File: src/rtl/rom_load_sequencer_if.sv
// rtl/rom_load_sequencer_if.sv - ioctl download stream in, ROM region write port out
// Purpose: bundles the HPS ioctl byte stream and the region write port of the ROM loader.
// Ports (signals):
//   dl_active  download in progress        dl_wr     one-cycle byte strobe
//   dl_addr    byte address (ADDR_W)       dl_data   byte data
//   rom_addr   region-relative offset      rom_data  byte to write
//   rom_we     one-hot region write strobe (4)
// Modports: master drives the download and observes the ROM port, slave is the sequencer.
interface rom_load_sequencer_if #(
  parameter int unsigned ADDR_W = 17
);
  logic              dl_active;
  logic              dl_wr;
  logic [ADDR_W-1:0] dl_addr;
  logic [7:0]        dl_data;
  logic [ADDR_W-1:0] rom_addr;
  logic [7:0]        rom_data;
  logic [3:0]        rom_we;

  modport master (
    output dl_active, dl_wr, dl_addr, dl_data,
    input  rom_addr, rom_data, rom_we
  );

  modport slave (
    input  dl_active, dl_wr, dl_addr, dl_data,
    output rom_addr, rom_data, rom_we
  );
endinterface

File: src/rtl/rom_load_sequencer.sv
// rtl/rom_load_sequencer.sv - galaga ROM download sequencer and core reset gate
// Purpose: decodes ioctl bytes into four ROM region write strobes, checks that the
// image arrives contiguously and complete, and holds the core in reset until a good
// image plus a settle window has passed.
// Ports:
//   clk_sys     system clock, rising edge
//   reset_n     asynchronous active-low reset
//   dl          download stream in / region write port out (slave modport)
//   ext_reset   user/menu reset request, active-high
//   core_reset  reset to the core, active-high
//   busy        high while loading or settling
//   load_ok     high once the core runs
//   load_err    high after a bad image
module rom_load_sequencer #(
  parameter int unsigned ADDR_W      = 17,
  parameter int unsigned R1_BASE     = 'h04000,
  parameter int unsigned R2_BASE     = 'h05000,
  parameter int unsigned R3_BASE     = 'h06000,
  parameter int unsigned END_ADDR    = 'h10000,
  parameter int unsigned HOLD_CYCLES = 16
) (
  input  logic                 clk_sys,
  input  logic                 reset_n,
  rom_load_sequencer_if.slave  dl,
  input  logic                 ext_reset,
  output logic                 core_reset,
  output logic                 busy,
  output logic                 load_ok,
  output logic                 load_err
);
  // One extra bit so END_ADDR, expected address and the saturated count all fit.
  localparam int unsigned CW  = ADDR_W + 1;
  localparam int unsigned HCW = (HOLD_CYCLES > 1) ? $clog2(HOLD_CYCLES) : 1;

  localparam logic [ADDR_W-1:0] R1_A    = ADDR_W'(R1_BASE);
  localparam logic [ADDR_W-1:0] R2_A    = ADDR_W'(R2_BASE);
  localparam logic [ADDR_W-1:0] R3_A    = ADDR_W'(R3_BASE);
  localparam logic [CW-1:0]     END_L   = CW'(END_ADDR);
  localparam logic [CW-1:0]     SAT_L   = CW'(END_ADDR + 1);
  localparam logic [HCW-1:0]    HOLD_LD = HCW'(HOLD_CYCLES - 1);

  typedef enum logic [2:0] {S_EMPTY, S_LOAD, S_HOLD, S_RUN, S_FAIL} state_t;

  state_t            state_q, state_d;
  logic              dl_active_q;
  logic [CW-1:0]     count_q, count_d;
  logic [CW-1:0]     exp_q, exp_d;
  logic              err_q, err_d;
  logic [HCW-1:0]    hold_q, hold_d;
  logic [3:0]        rom_we_q, rom_we_d;
  logic [ADDR_W-1:0] rom_addr_q, rom_addr_d;
  logic [7:0]        rom_data_q, rom_data_d;
  logic              core_reset_q, core_reset_d;
  logic              busy_q, busy_d;
  logic              load_ok_q, load_ok_d;
  logic              load_err_q, load_err_d;

  logic [CW-1:0]     addr_x;
  logic              in_range, accept, oor, rise;
  logic [3:0]        region_we;
  logic [ADDR_W-1:0] region_base;

  assign addr_x   = {1'b0, dl.dl_addr};
  assign in_range = addr_x < END_L;
  assign accept   = dl.dl_active & dl.dl_wr & in_range;
  assign oor      = dl.dl_active & dl.dl_wr & ~in_range;
  assign rise     = dl.dl_active & ~dl_active_q;

  // State register: every flop of the block.
  always_ff @(posedge clk_sys or negedge reset_n) begin
    if (!reset_n) begin
      state_q      <= S_EMPTY;
      dl_active_q  <= 1'b0;
      count_q      <= '0;
      exp_q        <= '0;
      err_q        <= 1'b0;
      hold_q       <= '0;
      rom_we_q     <= 4'b0000;
      rom_addr_q   <= '0;
      rom_data_q   <= 8'h00;
      core_reset_q <= 1'b1;
      busy_q       <= 1'b0;
      load_ok_q    <= 1'b0;
      load_err_q   <= 1'b0;
    end else begin
      state_q      <= state_d;
      dl_active_q  <= dl.dl_active;
      count_q      <= count_d;
      exp_q        <= exp_d;
      err_q        <= err_d;
      hold_q       <= hold_d;
      rom_we_q     <= rom_we_d;
      rom_addr_q   <= rom_addr_d;
      rom_data_q   <= rom_data_d;
      core_reset_q <= core_reset_d;
      busy_q       <= busy_d;
      load_ok_q    <= load_ok_d;
      load_err_q   <= load_err_d;
    end
  end

  // Write path and image tracking. A download start clears the tracking first so
  // a byte arriving on the start cycle is checked as the first byte of the image.
  always_comb begin
    region_we   = 4'b1000;
    region_base = R3_A;
    if (dl.dl_addr < R1_A) begin
      region_we   = 4'b0001;
      region_base = '0;
    end else if (dl.dl_addr < R2_A) begin
      region_we   = 4'b0010;
      region_base = R1_A;
    end else if (dl.dl_addr < R3_A) begin
      region_we   = 4'b0100;
      region_base = R2_A;
    end

    rom_we_d   = accept ? region_we : 4'b0000;
    rom_addr_d = accept ? (dl.dl_addr - region_base) : rom_addr_q;
    rom_data_d = accept ? dl.dl_data : rom_data_q;

    count_d = rise ? '0 : count_q;
    exp_d   = rise ? '0 : exp_q;
    err_d   = rise ? 1'b0 : err_q;
    if (accept) begin
      err_d = err_d | (addr_x != exp_d);
      exp_d = addr_x + CW'(1);
      if (count_d != SAT_L) begin
        count_d = count_d + CW'(1);
      end
    end
    if (oor) begin
      err_d = 1'b1;
    end
  end

  // Next-state logic; a download start wins from every state.
  always_comb begin
    state_d = state_q;
    hold_d  = hold_q;
    if (rise) begin
      state_d = S_LOAD;
    end else begin
      case (state_q)
        S_LOAD: begin
          if (!dl.dl_active) begin
            if (count_q == END_L && !err_q) begin
              state_d = S_HOLD;
              hold_d  = HOLD_LD;
            end else begin
              state_d = S_FAIL;
            end
          end
        end
        S_HOLD: begin
          if (hold_q == '0) begin
            state_d = S_RUN;
          end else begin
            hold_d = hold_q - HCW'(1);
          end
        end
        default: ;
      endcase
    end
  end

  // Outputs are registered from the next state so they line up with it.
  always_comb begin
    core_reset_d = (state_d == S_RUN) ? ext_reset : 1'b1;
    busy_d       = (state_d == S_LOAD) || (state_d == S_HOLD);
    load_ok_d    = (state_d == S_RUN);
    load_err_d   = (state_d == S_FAIL);
  end

  assign dl.rom_we   = rom_we_q;
  assign dl.rom_addr = rom_addr_q;
  assign dl.rom_data = rom_data_q;
  assign core_reset  = core_reset_q;
  assign busy        = busy_q;
  assign load_ok     = load_ok_q;
  assign load_err    = load_err_q;
endmodule

File: src/flat_wrapper.sv
// flat-port wrapper written by rule: the top's interface ports become plain ports
module rom_load_sequencer_flat 
#(
  parameter int unsigned ADDR_W      = 17,
  parameter int unsigned R1_BASE     = 'h04000,
  parameter int unsigned R2_BASE     = 'h05000,
  parameter int unsigned R3_BASE     = 'h06000,
  parameter int unsigned END_ADDR    = 'h10000,
  parameter int unsigned HOLD_CYCLES = 16
)
  (clk_sys, reset_n, ext_reset, core_reset, busy, load_ok, load_err, dl_dl_active, dl_dl_wr, dl_dl_addr, dl_dl_data, dl_rom_addr, dl_rom_data, dl_rom_we);
  rom_load_sequencer_if #(.ADDR_W(ADDR_W)) dl_i ();
  input  logic clk_sys;
  input  logic reset_n;
  input  logic ext_reset;
  output logic core_reset;
  output logic busy;
  output logic load_ok;
  output logic load_err;
  input wire logic [$bits(dl_i.dl_active)-1:0] dl_dl_active;
  input wire logic [$bits(dl_i.dl_wr)-1:0] dl_dl_wr;
  input wire logic [$bits(dl_i.dl_addr)-1:0] dl_dl_addr;
  input wire logic [$bits(dl_i.dl_data)-1:0] dl_dl_data;
  output wire logic [$bits(dl_i.rom_addr)-1:0] dl_rom_addr;
  output wire logic [$bits(dl_i.rom_data)-1:0] dl_rom_data;
  output wire logic [$bits(dl_i.rom_we)-1:0] dl_rom_we;
  assign dl_i.dl_active = dl_dl_active;
  assign dl_i.dl_wr = dl_dl_wr;
  assign dl_i.dl_addr = dl_dl_addr;
  assign dl_i.dl_data = dl_dl_data;
  assign dl_rom_addr = dl_i.rom_addr;
  assign dl_rom_data = dl_i.rom_data;
  assign dl_rom_we = dl_i.rom_we;
  rom_load_sequencer #(.ADDR_W(ADDR_W), .R1_BASE(R1_BASE), .R2_BASE(R2_BASE), .R3_BASE(R3_BASE), .END_ADDR(END_ADDR), .HOLD_CYCLES(HOLD_CYCLES)) u_core (.clk_sys(clk_sys), .reset_n(reset_n), .dl(dl_i), .ext_reset(ext_reset), .core_reset(core_reset), .busy(busy), .load_ok(load_ok), .load_err(load_err));
endmodule
File: config.mk
export PLATFORM = sky130hd
export DESIGN_NAME = rom_load_sequencer_flat
export DESIGN_NICKNAME = d
export VERILOG_FILES = /design/src/rtl/rom_load_sequencer_if.sv /design/src/rtl/rom_load_sequencer.sv /design/src/flat_wrapper.sv
export SDC_FILE = /design/constraint.sdc
export NUM_CORES = 1
export LEC_CHECK = 0
export BUFFER_PORTS_ARGS = -buffer_cell sky130_fd_sc_hd__buf_2
export CORE_MARGIN = 10
export CORE_UTILIZATION = 40
export CTS_BUF_LIST = sky130_fd_sc_hd__clkbuf_4
export DETAILED_ROUTE_END_ITERATION = 7
export GPL_ROUTABILITY_DRIVEN = 0
export PLACE_DENSITY = 0.64
export SLEW_MARGIN = 0
export SYNTH_ARGS = -nofsm -noshare
export SYNTH_HDL_FRONTEND = slang
export SYNTH_SLANG_ARGS = --single-unit
File: constraint.sdc
create_clock -name clk_sys -period 5.82 [get_ports clk_sys]
set_clock_uncertainty 0.05 [all_clocks]
set_input_delay 1.164 -clock clk_sys [delete_from_list [all_inputs] [get_ports clk_sys]]
set_output_delay 1.164 -clock clk_sys [all_outputs]
set_load 0.1 [all_outputs]
==> impl_metrics.env <==
export IMPL_grt_overflow_total=0
export IMPL_dr_wl_met3_um=532
export IMPL_rsz0062_at_grt="no"
export IMPL_cp_start_kind="input pin"
export IMPL_seq_area_frac_synth=0.4797
export IMPL_synthFlopType="dfrtp_1"
export IMPL_register_area_um2=1953
export IMPL_area_delta_synth_final_pct=12.45
export IMPL_initial_core_util=0.4127
export IMPL_hp_class="reg -> reg"
export IMPL_wl_met1_um=4721
export IMPL_power_total_uw=1362
export IMPL_post_cts_buffers=0
export IMPL_avgSynthCellArea_um2=9.232
export IMPL_nFillCells=959
export IMPL_numPortBuffers=62
export IMPL_worstPathRequired_ps=6130
export IMPL_crit_path_end_kind="flop"
export IMPL_antennaDiodeCount=0
export IMPL_die_area_um2=14610
export IMPL_wl_um=9663
export IMPL_final_max_slew_viol_count=0
export IMPL_dr_pass1_iters=4
export IMPL_clock_sinks=78
export IMPL_route_detailed_drc=0
export IMPL_mappedNetlistArea_um2=4071
export IMPL_finalCritPeriodShare=0.5799
export IMPL_setup_violations=0
export IMPL_cts_root_buf="clkbuf_4"
export IMPL_highest_layer="met4"
export IMPL_route_met2_wl_um=4305
export IMPL_crit_fanout=51
export IMPL_layout_nets=527
export IMPL_path_clk_slew_ps=140
export IMPL_synth_edff_count=0
export IMPL_dp_hpwl_um=6775
export IMPL_grt_start_max_net_pins=79
export IMPL_finalSetupTns_ps=0
export IMPL_yosys_area_top_type_share=0.4733
export IMPL_synth_area_leader_cell="dfrtp_1"
export IMPL_cts_buffers=9
export IMPL_yosys_register_bits=78
export IMPL_drive_gt1_frac=0.1822
export IMPL_first_global_vias=3278
export IMPL_hold_viol=0
export IMPL_drt_iter0_drc=253
export IMPL_clkLatencyLatePin_ps=430
export IMPL_track_usage=0.1347
export IMPL_cts_resized_gates=0
export IMPL_yosysMostFrequentCell="nand2_1"
export IMPL_worst_setup_path_type="in -> reg"
export IMPL_worstMarginPinSlew_ps=1157
export IMPL_vias=3387
export IMPL_period_needed_ps=3375
export IMPL_synth_cell_types=60
export IMPL_status="finished, final reports clean"
export IMPL_wl_per_cell_um=15.41
export IMPL_synthCells=441
export IMPL_utilization=0.4641
export IMPL_cts_tree="yes"
export IMPL_core_area_um2=9864
export IMPL_hold_buffers=0
export IMPL_post_synth_main_area_contributors="dfrtp_1, nand2_1, xnor2_1"
export IMPL_fmax_ghz=0.2963
export IMPL_max_cap_violations=0
export IMPL_htree_levels=3
export IMPL_antenna_found_initial=0
export IMPL_yosysWarningCount=0
export IMPL_io_pins=63
export IMPL_die_h_um=120.9
export IMPL_vdd_ir_drop_worst_uv=159.4
export IMPL_die_w_um=120.9
export IMPL_async_flop_share=1.000
export IMPL_relSlewSlack=0.2289
export IMPL_syn_num_nets=479
export IMPL_worst_endpoint_arrival_ps=3690
export IMPL_synth_common_cells="nand2_1, dfrtp_1, o21ai_0, nand3_1, xnor2_1"
export IMPL_ant_nets=0
export IMPL_cellLeakagePower_uw=0.002120
export IMPL_cts_buffer_depth=2
export IMPL_multi_input_area_um2=1952
export IMPL_viasPerCell=5.402
export IMPL_fp_row_count=36
export IMPL_grt_pass1_wl_um=16280
export IMPL_power_density_nw_per_um2=297.4
[critical path, cell delays in order]
cell and delay (ps):
buf_2 190, nand2b_2 540, and2_1 450, ha_1 210, and2_1 170, a211o_4 390
or4_1 410, a21oi_1 160
[stage by stage]
stage	cell area, um2	worst slack [ps]	cells	hold WS (ps)
final	4578	2445	627	433.1
after global routing	4578	2294	627	468.6
after CTS	4578	2470	627	443.4
after detailed placement	4452	1999	611	406.8
after global placement	4452	2097	611	404.5
after floorplan	4071	2604	441	422.9
[cells by family (layout without fill, tap and decap cells)]
family | Yosys count | count (layout) | synth area share
mux | 3 | 3 | 0.007683
fa+ha+maj | 8 | 8 | 0.02643
compound gates | 75 | 75 | 0.1183
xor+xnor | 34 | 34 | 0.07314
flops | 78 | 78 | 0.4797
buf+inv | 42 | 95 | 0.04087
simple gates | 201 | 201 | 0.2538
[final cells by class]
type | instances | area share
sequential | 78 | 0.4266
multi-input combinational | 321 | 0.4263
timing repair buffer | 63 | 0.06996
tap | 133 | 0.03635
clock buffer | 9 | 0.01476
inverter | 16 | 0.01312
clock inverter | 7 | 0.01285
[state kept, by name, indices dropped and copies added, names as in the netlist]
signal / count
u_core.load_ok: 1
u_core.exp_q: 18
u_core.core_reset: 1
u_core.dl.rom_addr: 17
u_core.load_err: 1
u_core.dl.rom_we: 4
u_core.dl_active_q: 1
u_core.busy: 1
u_core.state_q: 3
u_core.count_q: 18
u_core.hold_q: 4
u_core.err_q: 1
u_core.dl.rom_data: 8
[final timing paths]
kind                                        from                     to  slack, ps  cells after the start
max                                 dl_dl_active     u_core.count_q[10]       2450                      8
min                        u_core.dl.rom_data[2]  u_core.dl.rom_data[2]        430                      2
max reg2reg                   u_core.dl_active_q     u_core.count_q[10]       2890                      7
min reg2reg                u_core.dl.rom_data[2]  u_core.dl.rom_data[2]        430                      2
max in group asynchronous                reset_n       u_core.hold_q[0]       4250                      1
min in group asynchronous                reset_n  u_core.dl.rom_data[1]        820                      1
[cells in the final DEF, fill, tap and decap left out, types with 4 or more instances in the layout]
cell and instances:
a21oi_1 6, a22oi_1 4, and2_1 5, and3_1 11, and4_1 4, buf_2 61
clkbuf_4 9, dfrtp_1 77, ha_1 7, inv_1 16, nand2_1 87, nand2b_1 4
nand3_1 22, nand3b_1 5, nand4_1 9, nor2_1 17, nor3_1 7, nor4_1 6
o21ai_0 35, o22ai_1 4, o31ai_1 5, or4_1 4, xnor2_1 21, xor2_1 13
[power by group]
part	internal, uW	total [uW]	switching (uW)
sequential	594	629	34.8
combinational	80.7	428	347
clock	93.6	305	212
[per-layer routing]
| metal | vias to the layer above | global-route usage |
|---|---|---|
| met4 | 0 | 0.04374 |
| met2 | 85 | 0.2017 |
| met1 | 1660 | 0.1842 |
| met5 | - | 0 |
| li1 | 1632 | - |
| met3 | 10 | 0.03583 |
Note: power is estimated with default switching activity, not from simulation.
